--- config.mk ---
export PLATFORM = sky130hd
export DESIGN_NAME = boot_sequencer_flat
export DESIGN_NICKNAME = d
export VERILOG_FILES = /design/src/rtl/boot_sequencer_pkg.sv /design/src/rtl/boot_sequencer_if.sv /design/src/rtl/boot_sequencer_byte_packer.sv /design/src/rtl/boot_sequencer.sv /design/src/flat_wrapper.sv
export SDC_FILE = /design/constraint.sdc
export NUM_CORES = 1
export LEC_CHECK = 0
export CAP_MARGIN = 5
export CORE_UTILIZATION = 57
export DETAILED_ROUTE_END_ITERATION = 7
export DONT_BUFFER_PORTS = 1
export GPL_TIMING_DRIVEN = 0
export PLACE_DENSITY = 0.86
export SYNTH_ARGS = -nofsm -noshare
export SYNTH_HDL_FRONTEND = slang
export SYNTH_SLANG_ARGS = --single-unit
--- constraint.sdc ---
create_clock -name clk -period 3 [get_ports clk]
set_input_delay 0.15 -clock clk [delete_from_list [all_inputs] [get_ports clk]]
set_output_delay 0.15 -clock clk [all_outputs]
set_load 0.02 [all_outputs]
--- src/rtl/boot_sequencer_pkg.sv ---
`default_nettype none
// ============================================================================
// Module   : boot_pkg
// Purpose  : Shared state encoding and default sizing for the boot sequencer.
// Revision : 1.0
// ============================================================================
package boot_pkg;

    localparam int ROM_SIZE_DEFAULT   = 256;
    localparam int RESET_HOLD_DEFAULT = 2;

    typedef enum logic [2:0] {
        S_LOAD = 3'd0,
        S_FILL = 3'd1,
        S_HOLD = 3'd2,
        S_RUN  = 3'd3,
        S_HALT = 3'd4
    } boot_state_t;

endpackage
`default_nettype wire

--- src/rtl/boot_sequencer_if.sv ---
`default_nettype none
// ============================================================================
// Module   : boot_sequencer_if
// Purpose  : Host byte channel, ROM write port and CPU control bundle.
// Revision : 1.0
// ============================================================================
interface boot_sequencer_if
    import boot_pkg::*;
#(
    parameter int ROM_SIZE = ROM_SIZE_DEFAULT
);
    localparam int ADDR_W = $clog2(ROM_SIZE);

    logic              in_valid;
    logic [7:0]        in_data;
    logic              in_last;
    logic              in_ready;
    logic              rom_we;
    logic [ADDR_W-1:0] rom_waddr;
    logic [31:0]       rom_wdata;
    logic [15:0]       ip;
    logic              cpu_rstn;
    logic              cpu_clk_en;
    logic              halted;
    logic [15:0]       halt_ip;

    modport master (
        output in_valid, in_data, in_last, ip,
        input  in_ready, rom_we, rom_waddr, rom_wdata,
               cpu_rstn, cpu_clk_en, halted, halt_ip
    );

    modport slave (
        input  in_valid, in_data, in_last, ip,
        output in_ready, rom_we, rom_waddr, rom_wdata,
               cpu_rstn, cpu_clk_en, halted, halt_ip
    );

endinterface
`default_nettype wire

--- src/rtl/boot_sequencer_byte_packer.sv ---
`default_nettype none
// ============================================================================
// Module   : byte_packer
// Purpose  : Packs host bytes LSB-first into 32-bit words, zero padding on last.
// Revision : 1.0
// ============================================================================
module byte_packer
    import boot_pkg::*;
(
    input  wire logic        clk,
    input  wire logic        rst,
    input  wire logic        restart,
    input  wire logic        accept,
    input  wire logic [7:0]  in_data,
    input  wire logic        in_last,
    output logic             word_done,
    output logic             word_last,
    output logic [31:0]      word
);

    logic [1:0]  cnt_q;
    logic [1:0]  cnt_d;
    logic [31:0] partial_q;
    logic [31:0] partial_d;

    // The partial register is cleared after every word, so the bytes above
    // the current slot are already zero when a word ends early on in_last.
    always_comb begin
        word                       = partial_q;
        word[{cnt_q, 3'b000} +: 8] = in_data;
        word_done                  = accept && ((cnt_q == 2'd3) || in_last);
        word_last                  = accept && in_last;
        cnt_d                      = cnt_q;
        partial_d                  = partial_q;
        if (restart) begin
            cnt_d     = 2'd0;
            partial_d = '0;
        end else if (accept) begin
            if (word_done) begin
                cnt_d     = 2'd0;
                partial_d = '0;
            end else begin
                cnt_d     = cnt_q + 2'd1;
                partial_d = word;
            end
        end
    end

    always_ff @(posedge clk or posedge rst) begin
        if (rst) begin
            cnt_q     <= 2'd0;
            partial_q <= '0;
        end else begin
            cnt_q     <= cnt_d;
            partial_q <= partial_d;
        end
    end

endmodule
`default_nettype wire

--- src/rtl/boot_sequencer.sv ---
`default_nettype none
// ============================================================================
// Module   : boot_sequencer
// Purpose  : Loads the CPU program ROM from a host byte stream, then runs the
//            CPU and halts it when the instruction pointer leaves the ROM.
// Revision : 1.0
// ============================================================================
module boot_sequencer
    import boot_pkg::*;
#(
    parameter int ROM_SIZE   = ROM_SIZE_DEFAULT,
    parameter int RESET_HOLD = RESET_HOLD_DEFAULT
) (
    input  wire logic       clk,
    input  wire logic       rst,
    input  wire logic       restart,
    boot_sequencer_if.slave bus
);

    localparam int                ADDR_W    = $clog2(ROM_SIZE);
    localparam int                HOLD_W    = $clog2(RESET_HOLD + 1);
    localparam logic [ADDR_W-1:0] LAST_ADDR = ADDR_W'(ROM_SIZE - 1);
    localparam logic [HOLD_W-1:0] HOLD_LAST = HOLD_W'(RESET_HOLD);
    localparam logic [16:0]       IP_LIMIT  = 17'(ROM_SIZE);

    boot_state_t       state_q, state_d;
    logic [ADDR_W-1:0] waddr_q, waddr_d;
    logic [HOLD_W-1:0] hold_cnt_q, hold_cnt_d;
    logic              rom_we_q, rom_we_d;
    logic [ADDR_W-1:0] rom_waddr_q, rom_waddr_d;
    logic [31:0]       rom_wdata_q, rom_wdata_d;
    logic              cpu_rstn_q, cpu_rstn_d;
    logic              cpu_clk_en_q, cpu_clk_en_d;
    logic              halted_q, halted_d;
    logic [15:0]       halt_ip_q, halt_ip_d;

    logic              in_ready_w;
    logic              byte_accept_w;
    logic              word_done_w;
    logic              word_last_w;
    logic [31:0]       word_w;

    assign in_ready_w    = (state_q == S_LOAD);
    // A coincident restart drops the byte even though in_ready was high.
    assign byte_accept_w = bus.in_valid && in_ready_w && !restart;

    byte_packer u_byte_packer (
        .clk       (clk),
        .rst       (rst),
        .restart   (restart),
        .accept    (byte_accept_w),
        .in_data   (bus.in_data),
        .in_last   (bus.in_last),
        .word_done (word_done_w),
        .word_last (word_last_w),
        .word      (word_w)
    );

    always_comb begin
        state_d     = state_q;
        waddr_d     = waddr_q;
        hold_cnt_d  = hold_cnt_q;
        rom_we_d    = 1'b0;
        rom_waddr_d = rom_waddr_q;
        rom_wdata_d = rom_wdata_q;
        halted_d    = halted_q;
        halt_ip_d   = halt_ip_q;

        if (restart) begin
            state_d    = S_LOAD;
            waddr_d    = '0;
            hold_cnt_d = '0;
            halted_d   = 1'b0;
            halt_ip_d  = '0;
        end else begin
            case (state_q)
                S_LOAD: begin
                    if (word_done_w) begin
                        rom_we_d    = 1'b1;
                        rom_waddr_d = waddr_q;
                        rom_wdata_d = word_w;
                        waddr_d     = waddr_q + ADDR_W'(1);
                        if (waddr_q == LAST_ADDR) begin
                            state_d = S_HOLD;
                        end else if (word_last_w) begin
                            state_d = S_FILL;
                        end
                    end
                end
                S_FILL: begin
                    rom_we_d    = 1'b1;
                    rom_waddr_d = waddr_q;
                    rom_wdata_d = '0;
                    waddr_d     = waddr_q + ADDR_W'(1);
                    if (waddr_q == LAST_ADDR) begin
                        state_d = S_HOLD;
                    end
                end
                S_HOLD: begin
                    // The final-write cycle is hold count 0; RESET_HOLD more follow.
                    if (hold_cnt_q == HOLD_LAST) begin
                        state_d    = S_RUN;
                        hold_cnt_d = '0;
                    end else begin
                        hold_cnt_d = hold_cnt_q + HOLD_W'(1);
                    end
                end
                S_RUN: begin
                    if ({1'b0, bus.ip} >= IP_LIMIT) begin
                        state_d   = S_HALT;
                        halted_d  = 1'b1;
                        halt_ip_d = bus.ip;
                    end
                end
                S_HALT: begin
                    state_d = S_HALT;
                end
                default: begin
                    state_d = S_LOAD;
                end
            endcase
        end

        cpu_rstn_d   = (state_d == S_RUN) || (state_d == S_HALT);
        cpu_clk_en_d = (state_d == S_RUN);
    end

    always_ff @(posedge clk or posedge rst) begin
        if (rst) begin
            state_q      <= S_LOAD;
            waddr_q      <= '0;
            hold_cnt_q   <= '0;
            rom_we_q     <= 1'b0;
            rom_waddr_q  <= '0;
            rom_wdata_q  <= '0;
            cpu_rstn_q   <= 1'b0;
            cpu_clk_en_q <= 1'b0;
            halted_q     <= 1'b0;
            halt_ip_q    <= '0;
        end else begin
            state_q      <= state_d;
            waddr_q      <= waddr_d;
            hold_cnt_q   <= hold_cnt_d;
            rom_we_q     <= rom_we_d;
            rom_waddr_q  <= rom_waddr_d;
            rom_wdata_q  <= rom_wdata_d;
            cpu_rstn_q   <= cpu_rstn_d;
            cpu_clk_en_q <= cpu_clk_en_d;
            halted_q     <= halted_d;
            halt_ip_q    <= halt_ip_d;
        end
    end

    assign bus.in_ready   = in_ready_w;
    assign bus.rom_we     = rom_we_q;
    assign bus.rom_waddr  = rom_waddr_q;
    assign bus.rom_wdata  = rom_wdata_q;
    assign bus.cpu_rstn   = cpu_rstn_q;
    assign bus.cpu_clk_en = cpu_clk_en_q;
    assign bus.halted     = halted_q;
    assign bus.halt_ip    = halt_ip_q;

endmodule
`default_nettype wire

--- src/flat_wrapper.sv ---
// flat-port wrapper written by rule: the top's interface ports become plain ports
module boot_sequencer_flat import boot_pkg::*;
#(
    parameter int ROM_SIZE   = ROM_SIZE_DEFAULT,
    parameter int RESET_HOLD = RESET_HOLD_DEFAULT
)
  (clk, rst, restart, bus_in_valid, bus_in_data, bus_in_last, bus_ip, bus_in_ready, bus_rom_we, bus_rom_waddr, bus_rom_wdata, bus_cpu_rstn, bus_cpu_clk_en, bus_halted, bus_halt_ip);
  boot_sequencer_if #(.ROM_SIZE(ROM_SIZE)) bus_i ();
  input  wire logic clk;
  input  wire logic rst;
  input  wire logic restart;
  input wire logic [$bits(bus_i.in_valid)-1:0] bus_in_valid;
  input wire logic [$bits(bus_i.in_data)-1:0] bus_in_data;
  input wire logic [$bits(bus_i.in_last)-1:0] bus_in_last;
  input wire logic [$bits(bus_i.ip)-1:0] bus_ip;
  output wire logic [$bits(bus_i.in_ready)-1:0] bus_in_ready;
  output wire logic [$bits(bus_i.rom_we)-1:0] bus_rom_we;
  output wire logic [$bits(bus_i.rom_waddr)-1:0] bus_rom_waddr;
  output wire logic [$bits(bus_i.rom_wdata)-1:0] bus_rom_wdata;
  output wire logic [$bits(bus_i.cpu_rstn)-1:0] bus_cpu_rstn;
  output wire logic [$bits(bus_i.cpu_clk_en)-1:0] bus_cpu_clk_en;
  output wire logic [$bits(bus_i.halted)-1:0] bus_halted;
  output wire logic [$bits(bus_i.halt_ip)-1:0] bus_halt_ip;
  assign bus_i.in_valid = bus_in_valid;
  assign bus_i.in_data = bus_in_data;
  assign bus_i.in_last = bus_in_last;
  assign bus_i.ip = bus_ip;
  assign bus_in_ready = bus_i.in_ready;
  assign bus_rom_we = bus_i.rom_we;
  assign bus_rom_waddr = bus_i.rom_waddr;
  assign bus_rom_wdata = bus_i.rom_wdata;
  assign bus_cpu_rstn = bus_i.cpu_rstn;
  assign bus_cpu_clk_en = bus_i.cpu_clk_en;
  assign bus_halted = bus_i.halted;
  assign bus_halt_ip = bus_i.halt_ip;
  boot_sequencer #(.ROM_SIZE(ROM_SIZE), .RESET_HOLD(RESET_HOLD)) u_core (.clk(clk), .rst(rst), .restart(restart), .bus(bus_i));
endmodule
### Word level (Yosys, flattened, before mapping)

Cells that the tools add are included.

| operators by class | value |
|---|---|
| shift-type cells | 2 |
| mux-type cells | 34 |
| $lt $le $gt $ge | 1 |
| bitwise logic cells | 1 |
| reductions and logical operators | 17 |
| equality and inequality tests | 11 |
| $add $sub $neg | 4 |

Operators by type and width:

| cell | number |
|---|---|
| $mux 32 | 4 |
| $pmux 32 s2 | 1 |
| $mux 16 | 3 |
| $bwmux 32 | 1 |
| $pmux 8 s2 | 2 |
| $shift 8x7->32 const A | 1 |
| $shiftx 8x7->32 | 1 |
| $mux 8 | 3 |
| $mux 3 | 7 |
| $ge 16x9->1 const B | 1 |
| $pmux 3 s5 | 1 |
| $mux 2 | 6 |
| $reduce_bool 2->1 | 5 |
| $eq 3x2->1 const B | 3 |
| $add 8x1->8 const B | 1 |
| $eq 8x8->1 const B | 1 |
| $neg 5->7 | 1 |
| $eq 3x3->1 const B | 2 |
| $mux 1 | 5 |
| $add 2x1->2 const B | 2 |
| $eq 2x2->1 const B | 2 |
| $logic_and 1x1->1 | 4 |
| $reduce_and 2->1 | 2 |
| $eq 3x1->1 const B | 1 |
| other kinds (9) | 10 |

| word-level totals | value |
|---|---|
| word-level logic and storage cells | 82 |
| output and inout port bits | 61 |
| bits of input ports | 29 |
| register bits | 107 |

### Depth between registers and ports, before layout

| logic depth | value |
|---|---|
| depth in word-level cells | 11 |
| gate-level depth with buffers | 7 |
| mapped depth without buffers | 6 |

### Modules after synthesis

From an unflattened synthesis, not the netlist that was laid out.

| unflattened totals | value |
|---|---|
| cells, all modules | 456 |
| area, all modules | 4794.6 sq um |

Modules (own cells, without submodules):

| module | cells each | area an instance (sq um) | instances | sequential area each (sq um) |
|---|---|---|---|---|
| boot_sequencer | 295 | 3044.2 | 1 | 1826.8 |
| byte_packer | 161 | 1750.4 | 1 | 850.8 |

### Least setup slack after synthesis

OpenSTA, ideal clock, no wires.

| timing | value |
|---|---|
| kind | register to register |
| start | register u_core.u_byte_packer.cnt_q[0] |
| end | register u_core.rom_wdata_q[0], in the netlist u_core.bus.rom_wdata[0] |
| required time | 2.870 ns |
| period minus slack after synthesis | 1.959 ns |
| buffers on the path | 2 |
| stages on the path, launching flop included | 8 |
| setup slack | 1.041 ns |
| arrival | 1.829 ns |
| setup time | 0.130 ns |
| path through | dfrtp_1 > ha_1 > nor2_1 > o31ai_2 > nand2b_2 > buf_4 > buf_2 > o2bb2ai_1 |

| on the way | value |
|---|---|
| word-level cells in the longest chain between the ends | 5 |
| elaborated cells on any way between the ends | 11 |
| those cells by class | 1 x add/sub; 2 x eq/ne; 2 x shift; 3 x mux; 3 x reduce/logical |

Ends and longest elaborated chain:

| item | RTL line | text |
|---|---|---|
| start, declared | boot_sequencer_byte_packer.sv:21 | `logic [1:0] cnt_q;` |
| start signal, assigned | boot_sequencer_byte_packer.sv:54 | `cnt_q <= cnt_d;` |
| $neg 5->7 or $eq 2x2->1 (tied branches) | boot_sequencer_byte_packer.sv:30, boot_sequencer_byte_packer.sv:31 |  |
| $shiftx 8x7->32 (tied with other cells) | boot_sequencer_byte_packer.sv:30 | `word[{cnt_q, 3'b000} +: 8] = in_data;` |
| $bwmux 32 or $logic_and 1x1->1 (tied branches) | boot_sequencer_byte_packer.sv:30, boot_sequencer_byte_packer.sv:31 |  |
| $mux 32 or $ne 2x2->1 (tied branches) | - |  |
| $pmux 32 s2 or $reduce_and 3->1 (tied branches) | - |  |
| end signal, assigned | boot_sequencer.sv:146 | `rom_wdata_q <= rom_wdata_d;` |
| end, declared | boot_sequencer.sv:31 | `logic [31:0] rom_wdata_q, rom_wdata_d;` |

Several ways; a longest one is shown, not always the timed one. The select of a mux whose other input is x is not followed.
A chain may end at the register's enable or synchronous reset.

### Worst setup path after layout

Ends and elaborated chain as after synthesis.

==> results.py <==
metrics = {
    "yosys": {
        "synth-async-reset-ratio_pct": 100,
        "synth.ff_latch_count": 107,
        "synth_cell_types": 41,
        "synth_top_area_share_pct": 57.6,
        "yosysWarnings": 0,
        "synth_flop_cell": "dfrtp_1",
        "synth_nets": 460,
        "synth_area_sq_um": 4650,
        "netlist_top_cells_area": "dfrtp_1 58%, o2bb2ai_1 6.0%, a21oi_1 4.7%",
        "syn_area_per_cell_sq_um": 10.9,
        "synth_most_common_cell": "dfrtp_1",
        "ys_seq_area_share_pct": 57.6,
        "synth_edf_count": 0,
        "synthCells": 425,
        "synthTopCellsByCount": "107 x dfrtp_1, 44 x a21oi_1, 40 x nand2_1, 40 x o21ai_0, 34 x nor2b_1",
        "yosys.area.top_type": "dfrtp_1",
    },
    "critical_path": {
        "critical_path.max_fanout": 10,
        "cp_top_family": "compound AO/OA/AOI/OAI gates",
        "r2r-start": "u_core.u_byte_packer.cnt_q[0]$_DFFE_PP0P_",
        "startpoint": "u_core.u_byte_packer.cnt_q[0]$_DFFE_PP0P_",
        "worst-endpoint-required_ns": 3.23,
        "path_cells": "ha_1 > nor2_1 > o31ai_2 > nand2b_2 > buf_4 > buf_2 > o2bb2ai_1",
        "crit_arrival_ns": 2.70,
        "end_kind": "flip-flop",
        "crit_slowest_cell": "dfrtp_1",
        "critPathMaxStageDelay_ns": 0.51,
        "cp_num_buf_inv": 2,
        "critPathLaunchType": "flip-flop",
        "crit_type": "flip-flop to flip-flop",
    },
    "layout": {
        "n_antenna_cell": 0,
        "drive_gt1_share_pct": 9.03,
        "area_growth_pct": 12.8,
        "fill_cells": 567,
        "nNetsFinal": 495,
    },
    "route": {
        "drt_iter0_markers": 196,
        "wirelength_um": 10700,
        "wl_per_cell_um": 18.9,
        "vias": 3385,
        "ant_nets": 0,
        "drtPass1Iterations": 4,
        "viasPerCell": 5.97,
        "route.detailed.drc": 0,
    },
    "floorplanning": {
        "core_area_sq_um": 7810,
        "fp-row-count": 32,
        "die_x_um": 92.3,
        "ios": 90,
        "dieArea_sq_um": 8520,
        "start_util_pct": 59.5,
        "die_h_um": 92.3,
    },
    "grt": {
        "track_usage_pct": 27.3,
        "antenna_found_initial": 0,
        "grt_pass1_wl_um": 18000,
        "grt_max_degree": 63,
        "first_global_vias": 3576,
        "grt-ovfl-total": 0,
    },
    "worst_hold_path": {
        "min_from": "bus_in_data[7]",
        "hp-class": "primary input to flip-flop",
    },
    "clocking": {
        "clock-root-buffer": "clkbuf_8",
        "path_clk_slew_ns": 0.11,
        "clock_latency_ns": 0.36,
        "htree_levels": 3,
        "numCtsBuffers": 9,
        "cts_max_path_buffers": 2,
        "cts_tree": "yes",
        "post-cts-setup-buffers": 0,
        "cts_sinks": 107,
    },
    "power": {
        "power_density_nw_per_um2": 512,
        "p_total_mw": 2.68,
        "vdd_drop_max_mv": 0.321,
        "leakage_nw": 2.40,
    },
    "timing": {
        "slew_viol_final": 0,
        "setup_tns_ns": 0,
        "max_freq_ghz": 0.404,
        "setup_viol": 0,
        "relSlewSlack_pct": 37.9,
        "finalHoldViolCount": 0,
        "fin_worst_skew_ns": 0.0105,
        "period_needed_ns": 2.47,
        "min_period_over_period_pct": 82.4,
        "tightest_slew_ns": 0.924,
        "rsz0062_at_grt": "no",
    },
    "placement": {
        "port_buffers": 0,
        "hpwl_um": 7290,
        "gp_congestion": 0.858,
    },
    "flow_run": {
        "max-cap-violations": 0,
    },
    "outcome": {
        "status": "complete, no violations",
    },
}
repair_timing:
item | CTS | global route
resized for setup | 0 | 0
endpoints found under the setup margin | 0 | 0
endpoints found under the hold margin | 68 | 0
hold buffers | 23 | 0
per-layer routing:
| metal | wire length, um | part of all wire (%) | up-vias | global-route usage, % |
|---|---|---|---|---|
| met5 | 0 | 0 | - | 0 |
| met4 | 57 | 0.53 | 0 | 8.20 |
| met3 | 658 | 6.1 | 6 | 6.63 |
| met2 | 5510 | 51 | 120 | 45.9 |
| met1 | 4480 | 42 | 1695 | 35.0 |
| li1 | - | - | 1564 | - |
placed cells by master (no fill, tap or decap), drive strengths merged, types with 6 or more instances in the layout:
master,instances
dfrtp,107
a21oi,44
mux2,8
dlygate4sd3,23
nor2,24
o21ai,40
inv,13
mux2i,17
o2bb2ai,32
clkbuf,22
nor2b,34
ha,6
buf,11
nand2,40
flip-flops by register name, indices dropped and copies added, names as in the netlist:
signal / flops
u_core.bus.rom_waddr: 8
u_core.bus.rom_wdata: 32
u_core.waddr_q: 8
u_core.state_q: 3
u_core.bus.cpu_rstn: 1
u_core.bus.rom_we: 1
u_core.u_byte_packer.cnt_q: 2
u_core.u_byte_packer.partial_q: 32
u_core.bus.cpu_clk_en: 1
u_core.hold_cnt_q: 2
u_core.bus.halted: 1
u_core.bus.halt_ip: 16
stage by stage:
step	std cells	setup WS [ns]	utilization, %	cell area (sq um)	hold WS [ns]
floorplan	425	0.0328	-	4650	0.303
finish	567	0.527	67.1	5240	0.00870
global route	567	0.349	67.1	5240	0.00789
global placement	527	-0.936	61.1	4770	0.305
CTS	567	0.536	67.1	5240	0.0000694
detailed placement	528	0.503	61.5	4800	0.130
power by group:
group / switching [mW] / total (mW) / internal [mW]
Combinational: 0.129 / 0.211 / 0.0811
Clock: 0.510 / 0.927 / 0.417
Sequential: 0.0671 / 1.55 / 1.48
Total: 0.707 / 2.68 / 1.98
cells by family (layout without fill, tap and decap cells):
kind of cell             count (synthesis)  in the layout  share of synthesized area, %
AO/OA/AOI/OAI                          127            127                          17.2
XOR/XNOR                                 1              1                         0.189
adder cells (fa/ha/maj)                  6              6                          1.62
buffers and inverters                   33             73                          3.26
flip-flops                             107            107                          57.6
multiplexers                            25             25                          5.93
AND/OR/NAND/NOR                        126            126                          14.2
final timing paths:
path / end / slack, ns / depth (start not counted)
worst max register to register: u_core.bus.rom_wdata[0]$_DFFE_PP0P_ / 0.53 / 7
worst min-delay path: u_core.bus.rom_wdata[15]$_DFFE_PP0P_ / 0.009 / 2
worst min register to register: u_core.u_byte_packer.partial_q[27]$_DFFE_PP0P_ / 0.49 / 2
max in group asynchronous: u_core.u_byte_packer.partial_q[27]$_DFFE_PP0P_ / 1.97 / 3
min in group asynchronous: u_core.bus.halt_ip[5]$_DFFE_PP0P_ / 0.33 / 2
worst max-delay path: u_core.bus.rom_wdata[0]$_DFFE_PP0P_ / 0.53 / 7
layout make-up:
type                       count  area [sq um]  area share (%)
sequential                   107          2680            51.1
tap                          102           128            2.43
clock inverter                 6          71.3            1.36
inverter                      11          43.8           0.835
buffer                        22           110            2.10
multi-input combinational    285          1820            34.7
timing repair buffer          24           258            4.92
clock buffer                  10           138            2.63
No activity file was read; power rests on OpenSTA's default activity.
